<file path="src/rtl/wb_load_unit.sv">
// Writeback stage: forwards ALU results and waits on the data memory for loads.
// Loaded words are aligned into byte-enabled register-file writes.
module wb_load_unit #(
   parameter int unsigned MAX_WAIT = 255
) (
   input  logic        clk,
   input  logic        rst,
   input  logic        m_valid,
   input  logic [3:0]  m_wreg,
   input  logic [4:0]  m_wraddr,
   input  logic [31:0] m_alures,
   input  logic        m_load,
   input  logic [2:0]  m_ltype,
   input  logic [1:0]  m_aoff,
   output logic        m_ready,
   input  logic        d_rvalid,
   input  logic [31:0] d_rdata,
   input  logic        flush,
   output logic [3:0]  we,
   output logic [4:0]  waddr,
   output logic [31:0] wdata,
   output logic        wb_busy,
   output logic        bus_err
);

   typedef enum logic {
      IDLE = 1'b0,
      WAIT = 1'b1
   } state_t;

   // The counter holds the number of silent WAIT cycles already elapsed.
   localparam logic [7:0] LAST_WAIT = 8'(MAX_WAIT - 1);

   state_t      state;
   logic [7:0]  cnt;
   logic [4:0]  ld_addr;
   logic [2:0]  ld_type;
   logic [1:0]  ld_off;

   logic [31:0] sh_r;
   logic [31:0] sh_l;
   logic [15:0] half;
   logic [3:0]  al_we;
   logic [31:0] al_data;

   // Valid/ready: MEM hands over an instruction on a cycle where
   // m_valid & m_ready & !flush; m_ready is high exactly in IDLE.
   assign m_ready = (state == IDLE);
   assign wb_busy = (state == WAIT);

   always_comb begin
      sh_r    = d_rdata >> {ld_off, 3'b000};
      sh_l    = d_rdata << {~ld_off, 3'b000};
      half    = ld_off[1] ? d_rdata[31:16] : d_rdata[15:0];
      al_we   = 4'b1111;
      al_data = d_rdata;
      case (ld_type)
         3'd0: al_data = {{24{sh_r[7]}}, sh_r[7:0]};
         3'd1: al_data = {24'h0, sh_r[7:0]};
         3'd2: al_data = {{16{half[15]}}, half};
         3'd3: al_data = {16'h0, half};
         3'd5: begin
            al_data = sh_l;
            al_we   = 4'b1111 << ~ld_off;
         end
         3'd6: begin
            al_data = sh_r;
            al_we   = 4'b1111 >> ld_off;
         end
         default: begin
            al_data = d_rdata;
            al_we   = 4'b1111;
         end
      endcase
   end

   always_ff @(posedge clk or negedge rst) begin
      if (!rst) begin
         state   <= IDLE;
         cnt     <= '0;
         ld_addr <= '0;
         ld_type <= '0;
         ld_off  <= '0;
         we      <= '0;
         waddr   <= '0;
         wdata   <= '0;
         bus_err <= 1'b0;
      end else begin
         we      <= '0;
         bus_err <= 1'b0;
         case (state)
            IDLE: begin
               if (m_valid && !flush) begin
                  if (m_load) begin
                     ld_addr <= m_wraddr;
                     ld_type <= m_ltype;
                     ld_off  <= m_aoff;
                     cnt     <= '0;
                     state   <= WAIT;
                  end else begin
                     we    <= m_wreg;
                     waddr <= m_wraddr;
                     wdata <= m_alures;
                  end
               end
            end
            WAIT: begin
               // Priority: flush, then response, then timeout.
               if (flush) begin
                  state <= IDLE;
               end else if (d_rvalid) begin
                  we    <= al_we;
                  waddr <= ld_addr;
                  wdata <= al_data;
                  state <= IDLE;
               end else if (cnt == LAST_WAIT) begin
                  bus_err <= 1'b1;
                  state   <= IDLE;
               end else begin
                  cnt <= cnt + 8'd1;
               end
            end
            default: state <= IDLE;
         endcase
      end
   end

endmodule
</file>
<file path="config.mk">
export PLATFORM = sky130hd
export DESIGN_NAME = wb_load_unit
export DESIGN_NICKNAME = d
export VERILOG_FILES = /design/src/rtl/wb_load_unit.sv
export SDC_FILE = /design/constraint.sdc
export NUM_CORES = 1
export LEC_CHECK = 0
export ABC_AREA = 1
export CORE_MARGIN = 5
export CORE_UTILIZATION = 45
export CTS_CLUSTER_SIZE = 28
export DETAILED_ROUTE_END_ITERATION = 10
export GPL_ROUTABILITY_DRIVEN = 0
export PLACE_DENSITY = 0.76
export SLEW_MARGIN = 20
export SYNTH_ARGS = -nofsm -noshare
export SYNTH_HDL_FRONTEND = slang
export SYNTH_SLANG_ARGS = --single-unit
</file>
<file path="constraint.sdc">
create_clock -name clk -period 3.2 [get_ports clk]
set_input_delay 0.64 -clock clk [delete_from_list [all_inputs] [get_ports clk]]
set_output_delay 0.64 -clock clk [all_outputs]
set_load 0.02 [all_outputs]
</file>
# After elaboration in Yosys (flattened, before gate mapping)
# Index checks and enable logic that the tools add are counted.
# word_totals
register_bits	61
inputBits	84
output_inout_bits	44
# op_classes
addsub	1
eq_ne	13
shift	4
mux	34
bitwise_logic	2
reduce_logical	6
# op_table
operator	n
32-bit one-hot mux with 6 select lines	1
32-bit two-way mux	4
32-bit one-hot mux with 2 select lines	1
8-bit two-way mux	5
32-bit by 5-bit << shifter with 32-bit output	1
32-bit by 5-bit >> shifter with 32-bit output	1
5-bit two-way mux	4
16-bit two-way mux	1
4-bit two-way mux	4
4-bit one-hot mux with 2 select lines	2
8-bit one-hot mux with 2 select lines	1
2-bit inequality test (second input constant)	6
5-bit one-hot mux with 2 select lines	1
1-bit two-way mux	9
8-bit by 1-bit adder with 8-bit output (second input constant)	1
8-bit == test (second input constant)	1
3-bit by 2-bit == test with 1-bit output (second input constant)	2
3-bit == test (second input constant)	2
5-bit AND reduction	1
4-bit AND reduction	1
4-bit by 2-bit << shifter with 4-bit output (first input constant)	1
4-bit by 2-bit >> shifter with 4-bit output (first input constant)	1
3-bit by 1-bit == test with 1-bit output (second input constant)	1
3-bit zero test	1
other kinds (7)	7

# Depth between registers and ports, before layout
# Gate-level depths: netlist of run 1.
# logic_depth
depth_word	6
depth_mapped	11
depth_no_buf	10

# Worst setup path after synthesis of run 1
# OpenSTA, ideal clock, no wires.
# synth_path
path_type	flip-flop to output port
startpoint	reg state, in the netlist wb_busy
endpoint	out m_ready
arrival_ps	1116
required_time_ps	2560
slack_ps	1444
stages_incl_launch_ff	5
n_path_buf	3
path_cell_list	dfrtp_1 -> buf_2 -> inv_2 -> buf_2 -> buf_2
# synth_via
elab_chain_len	1
# synth_rtl
element	line_no	source
from (decl)	34	state_t state;
from (signal assigned)	79	state <= IDLE;
from (signal assigned)	99	state <= WAIT;
from (signal assigned)	110	state <= IDLE;
1-bit inverter (no line)	--	
to (decl)	15	output logic m_ready,
# No other way between the ends.

# Worst setup path after layout of run 1
# layout_path
startpoint	reg ld_off[1]
endpoint	reg wdata[19]
# layout_via
elab_chain_len	6
word_cells_on_any_way	8
cone_classes	shift: 2; mux: 5; bitwise: 1
# layout_rtl
element	line_no	source
from (decl)	38	logic [1:0] ld_off;
from (signal assigned)	97	ld_off <= m_aoff;
2-bit inverter	53	sh_l = d_rdata << {~ld_off, 3'b000};
32-bit by 5-bit << shifter with 32-bit output	53	
32-bit one-hot mux with 6 select lines (*)	57	case (ld_type)
32-bit two-way mux (*)	111	end else if (d_rvalid) begin
32-bit two-way mux (*)	109	if (flush) begin
32-bit one-hot mux with 2 select lines (*)	91	case (state)
to (signal assigned)	103	wdata <= m_alures;
to (signal assigned)	114	wdata <= al_data;
to (decl)	21	output logic [31:0] wdata,
# Every way passes the cells marked *; elsewhere a longest branch is shown, timed or not. The select of a mux whose other input is x is not followed.
# A chain may end at the register's enable or synchronous reset.

==> metrics.md, run 1 <==
| Metric | Value |
|---|---|
| Setup violators final | 0 |
| Tmin final | 2.50 ns |
| Simple-gate share of the synthesized area | 38.2% |
| Post-Synth Adder-Cell Area | 0.551% |
| GRT Total Usage | 26.4% |
| Initial antenna violation count | 0 |
| Synth top area cells | dfrtp_1 (34%), nand2_1 (17%), a21oi_1 (9.5%), nor2_1 (8.8%), nand3_1 (7.9%) |
| Fmax | 0.400 GHz |
| Max cap viols | 0 |
| Violation count after the first detailed-route iteration | 681 |
| Routed Wire Length | 16400 um |
| Post-Synthesis Cells | 716 |
| Switching power | 1.35 mW |
| Hpwl dp | 11900 um |
| Met3 Use GR | 6.35% |
| Worst EP arrival | 2.78 ns |
| # fillers | 964 |
| Leakage | 2.80 nW |
| Worst setup path class | flip-flop to flip-flop |
| Final worst path period share | 78.2% |
| GRT Residual Overflow | 0 |
| Comb power frac | 45.9% |
| Synth-to-Final Area Change | 32.8% |
| # hold bufs at CTS | 0 |
| Mux contribution to synthesized area | 1.24% |
| Die ar. | 0.0122 mm2 |
| Syn Nets | 802 |
| # H-tree levels | 3 |
| Switching Fraction | 42.7% |
| Top cell type's share of synthesized area | 33.6% |
| Antenna cells | 0 |
| Initial core utilization | 46.2% |
| Largest net degree at the start of global routing | 54 |
| Die span in x | 110 um |
| Internal power | 1.81 mW |
| Status | finished clean |
| Area post-placement | 0.00584 mm2 |
| Pwr dens | 524 mW/mm2 |
| Max IR drop VDD | 0.285 mV |
| Fin area | 0.00603 mm2 |
| I/O Buffers | 127 |
| DRT Pass-1 Iters | 6 |
| Final Hold Fails | 0 |
| Synth Area in XOR/XNOR | 0.386% |
| CTS Buffer Depth | 2 |
| Clock power frac | 21.3% |
| Post-synth cell types | 31 |
| Met1 Usage GRT | 32.4% |
| Most Used Layer, Global Route | met2 |
| Skew-Pair Late Insertion Delay | 0.36 ns |
| Worst-Margin Slew | 0.890 ns |
| Vias | 5466 |
| Final core occ | 61.4% |
| Seq cells post-synth | 61 |
| CTS tree | yes |
| Reg power frac | 32.8% |
| # IOs | 128 |
| Endpoint class of the critical path | flip-flop |
| Syn Std Cell Area | 0.00454 mm2 |
| Clock Tree Root | clkbuf_8 |
| Max Fanout on Critical Path | 20 |
| Placed Cells | 945 |
| Clk pin slew, worst setup/hold paths | 0.09 ns |
| Fin cells | 961 |
| Hold WS | 0.399 ns |
| Worst Skew | 0.0123 ns |
| DRC | 0 |
| Register area share after synthesis | 33.6% |
| Row Count | 36 |
| Vias per cell | 5.69 |
| PostCTS Resize Cnt | 0 |
| Element type at the critical path start | flip-flop |
| Vias in the first global route | 5392 |
| Yosys Warn Count | 0 |
| CP required | 3.47 ns |
| Worst slew margin | 40.7% |
| Largest family of logic cells by synthesized area | simple AND/OR/NAND/NOR gates |
| Syn Area/Cell | 6.34 um2 |
| Hold WC Path Type | input pin to asynchronous set/reset pin |
| CTS Buf Count | 9 |
| Clk sink count | 61 |
| Antenna Nets Post-Route | 0 |
| Die Y-Extent | 110 um |
| Slew Limit Fails | 0 |
| Nets@finish | 909 |
| Core Footprint | 0.00982 mm2 |
| # Post-CTS Setup Buffers | 0 |
| Setup_tns | 0 ns |
| DR WL/cell | 17.0 um |
| RSZ-0062 raised after global routing | false |
| Synth Area in Compound Gates | 18.1% |
| Layout cells sized above 1 | 6.88% |
| First-pass GRT wire length | 26700 um |
| GRT met2 Usage | 43.1% |
| Cell taking the most area after synthesis | dfrtp_1 |
cells in the mapped netlist (all sizes together):
cell	n
nand3	77
buf	36
clkbuf	7
nand4	10
nand3b	1
nand2	203
o21bai	1
a31oi	5
a21oi	86
xor2	2
a21o	4
dfrtp	61
mux2	5
clkinv	1
ha	2
nor3	2
o21a	1
o31ai	1
a211oi	1
o21ai	60
or2	2
nor2	112
inv	36
cell usage in the layout, fill, tap and decap left out, types with 2 or more instances in the layout:
master             n
nor2_1           107
nand4_1            9
clkinvlp_4         2
clkinv_2           2
dfrtp_1           61
clkdlybuf4s50_1  126
o21ai_0           44
nand3_2            5
buf_4             12
xor2_1             2
clkbuf_8          11
or2_2              2
a31oi_1            5
mux2_2             5
ha_1               2
nor3_1             2
a21o_1             4
nor2_4             5
o21ai_1           16
nand2_1          201
a21oi_1           86
nand3_1           72
inv_1             28
inv_2              8
nand2_2            2
power groups by stage:
| stage | sequential (mW) | clock, mW | combinational (mW) |
|---|---|---|---|
| 3_5_place_dp | 1.05 | 0 | 1.42 |
| 6_report | 1.04 | 0.673 | 1.45 |
| 4_1_cts | 1.04 | 0.683 | 1.43 |
| 2_1_floorplan | 1.16 | 0 | 0.735 |
| 5_1_grt | 1.06 | 0.713 | 1.57 |
| 3_3_place_gp | 1.04 | 0 | 1.41 |
registers in the layout, summed over array words and instances (netlist names):
register	cells
bus_err	1
wdata	32
waddr	5
ld_addr	5
ld_off	2
we	4
wb_busy	1
cnt	8
ld_type	3
worst paths after layout:
path / start / end / slack [ns] / cells past startpoint
min: rst / wdata[11] / 0.40 / 1
min in group clk: wdata[3] / wdata[3] / 0.50 / 2
max in group asynchronous: rst / wdata[13] / 2.02 / 2
max: ld_off[1] / wdata[19] / 0.70 / 7
max reg2reg: ld_off[1] / wdata[19] / 0.70 / 7
min reg2reg: wdata[3] / wdata[3] / 0.50 / 2
critical path: stages, from the launching register on:
cell and delay [ns]:
dfrtp_1 0.85, inv_2 0.29, nand3_1 0.18, nand3_1 0.35
buf_4 0.34, nand4_1 0.11, nand2_1 0.14, a21oi_1 0.14
stage by stage:
stage | setup slack (ns) | total power, mW
6_report | 0.698 | 3.16
5_1_grt | 0.545 | 3.34
4_1_cts | 0.702 | 3.15
3_5_place_dp | 0.622 | 2.47
3_3_place_gp | 0.731 | 2.45
2_1_floorplan | 1.44 | 1.89
cells by family (layout without fill, tap and decap cells):
| logic type | count (synthesis) | count (layout) |
|---|---|---|
| and+or+nand+nor | 407 | 407 |
| AOI/OAI and AO/OA | 159 | 159 |
| buffers and inverters | 80 | 192 |
| DFF | 61 | 61 |
| muxes | 5 | 5 |
| adders and majority gates | 2 | 2 |
| xor gates and xnor gates | 2 | 2 |
cell type report:
cell class,count,area (um2),area share (%)
Clock buffer,11,151,2.51
Clock inverter,5,33.8,0.560
Inverter,37,139,2.30
Multi-Input combinational cell,575,2660,44.0
Sequential cell,61,1530,25.3
Tap cell,133,166,2.76
Timing Repair Buffer,139,1360,22.5
per-layer routing:
metal,wire (um),vias up
met5,0,-
met4,719,0
met3,1690,65
met2,7690,353
met1,6270,2479
li1,-,2569
No activity file was read; power rests on OpenSTA's default activity.
==> inputs of run 2 (changes only) <==
Clock period 3.2 ns to 2.5 ns, I/O delays scaled along.
==> metrics.md, run 2 (synthesized netlist as in run 1, its figures left out) <==
| Metric | Value |
|---|---|
| Die span in x | 110 um (unchanged) |
| Worst EP arrival | 1.73 ns (was 2.78 ns) |
| Die ar. | 0.0122 mm2 (unchanged) |
| # IOs | 128 (unchanged) |
| Vias per cell | 5.78 (was 5.69) |
| Initial antenna violation count | 0 (unchanged) |
| DRT Pass-1 Iters | 8 (was 6) |
| Die Y-Extent | 110 um (unchanged) |
| Element type at the critical path start | flip-flop (unchanged) |
| Register with the most flip-flops | wdata (unchanged) |
| Clk sink count | 61 (unchanged) |
| Setup violators final | 0 (unchanged) |
| Status | finished clean (unchanged) |
| Placed Cells | 945 (unchanged) |
| Skew-Pair Late Insertion Delay | 0.35 ns (was 0.36 ns) |
| Switching Fraction | 41.6% (was 42.7%) |
| # H-tree levels | 3 (unchanged) |
| Worst slew margin | 52.1% (was 40.7%) |
| Max Fanout on Critical Path | 15 (was 20) |
| Switching power | 1.77 mW (was 1.35 mW) |
| Internal power | 2.49 mW (was 1.81 mW) |
| Worst setup path class | flip-flop to output port (was flip-flop to flip-flop) |
| Tmin final | 2.23 ns |
| Area post-placement | 0.00588 mm2 (was 0.00584 mm2) |
| Pwr dens | 697 mW/mm2 (was 524 mW/mm2) |
| Antenna Nets Post-Route | 0 (unchanged) |
| Commonest non-fill, non-tap cell in the layout | nand2_1 (unchanged) |
| R2R cell count | 8 (was 7) |
| Final worst path period share | 89.0% |
| I/O Buffers | 127 (unchanged) |
| Nets@finish | 909 (unchanged) |
| Reg power frac | 30.8% (was 32.8%) |
| Largest regs | wdata (32), cnt (8) (unchanged) |
| # Post-CTS Setup Buffers | 0 (unchanged) |
| Most frequent cells in the layout | nand2_1 (201), clkdlybuf4s50_1 (126), nor2_1 (107), a21oi_1 (86), nand3_1 (72) (unchanged) |
| CTS Buf Count | 9 (unchanged) |
| DRC | 0 (unchanged) |
| Clk pin slew, worst setup/hold paths | 0.09 ns (about the same) |
| RSZ-0062 raised after global routing | false (unchanged) |
| Hold WC Path Type | input pin to asynchronous set/reset pin (unchanged) |
| CTS Buffer Depth | 2 (unchanged) |
| Slew Limit Fails | 0 (unchanged) |
| Row Count | 36 (unchanged) |
| Antenna cells | 0 (unchanged) |
| Fmax | 0.449 GHz |
| Violation count after the first detailed-route iteration | 620 (was 681) |
| Setup_tns | 0 ns (unchanged) |
| Clock power frac | 24.8% (was 21.3%) |
| Reg-to-Reg Start | ld_off[0] (was ld_off[1]) |
| Max IR drop VDD | 0.409 mV (was 0.285 mV) |
| Final Hold Fails | 0 (unchanged) |
| Critical R2R Capture | wdata[28] (was wdata[19]) |
| Clock Tree Root | clkbuf_8 (unchanged) |
| Layout cells sized above 1 | 6.88% (unchanged) |
| Fin area | 0.00611 mm2 (was 0.00603 mm2) |
| Vias | 5550 (was 5466) |
| GRT Total Usage | 26.7% (was 26.4%) |
| CTS tree | yes (unchanged) |
| Setup ws final | 0.275 ns (was 0.698 ns) |
| DR WL/cell | 17.3 um (was 17.0 um) |
| Endpoint class of the critical path | output port (was flip-flop) |
| Max cap viols | 0 (unchanged) |
| Synth-to-Final Area Change | 34.6% (was 32.8%) |
| Largest net degree at the start of global routing | 47 (was 54) |
| Core Footprint | 0.00982 mm2 (unchanged) |
| Comb power frac | 44.4% (was 45.9%) |
| Dpl ws | 0.369 ns (was 0.622 ns) |
| Initial core utilization | 46.2% (unchanged) |
| Fin cells | 961 (unchanged) |
| Worst-Margin Slew | 0.718 ns (was 0.890 ns) |
| Routed Wire Length | 16600 um (was 16400 um) |
| Max reg flops | 32 (unchanged) |
| First-pass GRT wire length | 27000 um (was 26700 um) |
| GRT Residual Overflow | 0 (unchanged) |
| Final core occ | 62.2% (was 61.4%) |
| CP required | 2.00 ns (was 3.47 ns) |
| Worst Skew | 0.0126 ns (was 0.0123 ns) |
| Leakage | 2.84 nW (was 2.80 nW) |
| # hold bufs at CTS | 0 (unchanged) |
| Vias in the first global route | 5431 (was 5392) |
| R2r setup slk | 0.49 ns (was 0.70 ns) |
| Hpwl dp | 11900 um (about the same) |
| PostCTS Resize Cnt | 0 (unchanged) |
==> run 2: cell count changes in the layout (fill, tap and decap cells not counted), moves of 2 or more <==
cell	change
buf_12	+3
buf_4	-3
bufinv_16	+2
clkbuf_8	-2
clkinv_2	-2
clkinv_4	+2
clkinvlp_4	-2
==> run 2: cell type report <==
class / instances / area, um2
Clock buffer: 9 / 124
Clock inverter: 7 / 106
Fill cell: 950 / 3710
Inverter: 37 / 139
Multi-Input combinational cell: 575 / 2660
Sequential cell: 61 / 1530
Tap cell: 133 / 166
Timing Repair Buffer: 139 / 1390
==> run 2: through the flow <==
| step | hold WS, ns | power, mW |
|---|---|---|
| 2_1_floorplan | 0.204 | 2.42 |
| 3_3_place_gp | 0.474 | 3.14 |
| 3_5_place_dp | 0.477 | 3.18 |
| 4_1_cts | 0.207 | 4.24 |
| 5_1_grt | 0.243 | 4.49 |
| 6_report | 0.194 | 4.26 |
==> run 2: worst max path at each step <==
| stage | endpoint | slack [ns] | start |
|---|---|---|---|
| detailed placement | wdata[13] | 0.37 | flush |
| CTS | wb_busy | 0.30 | wb_busy |
| global placement | wdata[16] | 0.42 | flush |
| global route | m_ready | 0.24 | wb_busy |
| floorplan | m_ready | 0.88 | wb_busy |
| finish | m_ready | 0.27 | wb_busy |
==> run 2: per-layer routing <==
metal  vias to the layer above  GRT usage [%]  routed length, um  share of wire (%)
li1                       2579              -                  -                  -
met1                      2521           33.4               6340                 38
met5                         -              0                  0                  0
met2                       391           43.5               7680                 46
met4                         0           13.2                702                4.2
met3                        59           5.74               1900                 11
==> run 2: power groups by stage <==
stage	sequential, mW	combinational, mW	clock [mW]
global placement	1.32	1.82	0
detailed placement	1.33	1.85	0
finish	1.31	1.89	1.06
CTS	1.31	1.86	1.07
floorplan	1.48	0.940	0
global route	1.34	2.04	1.11
==> run 2: critical path, cell delays in order (launching register included) <==
cell,delay (ns)
dfrtp_1,0.40
inv_2,0.30
clkdlybuf4s50_1,0.68
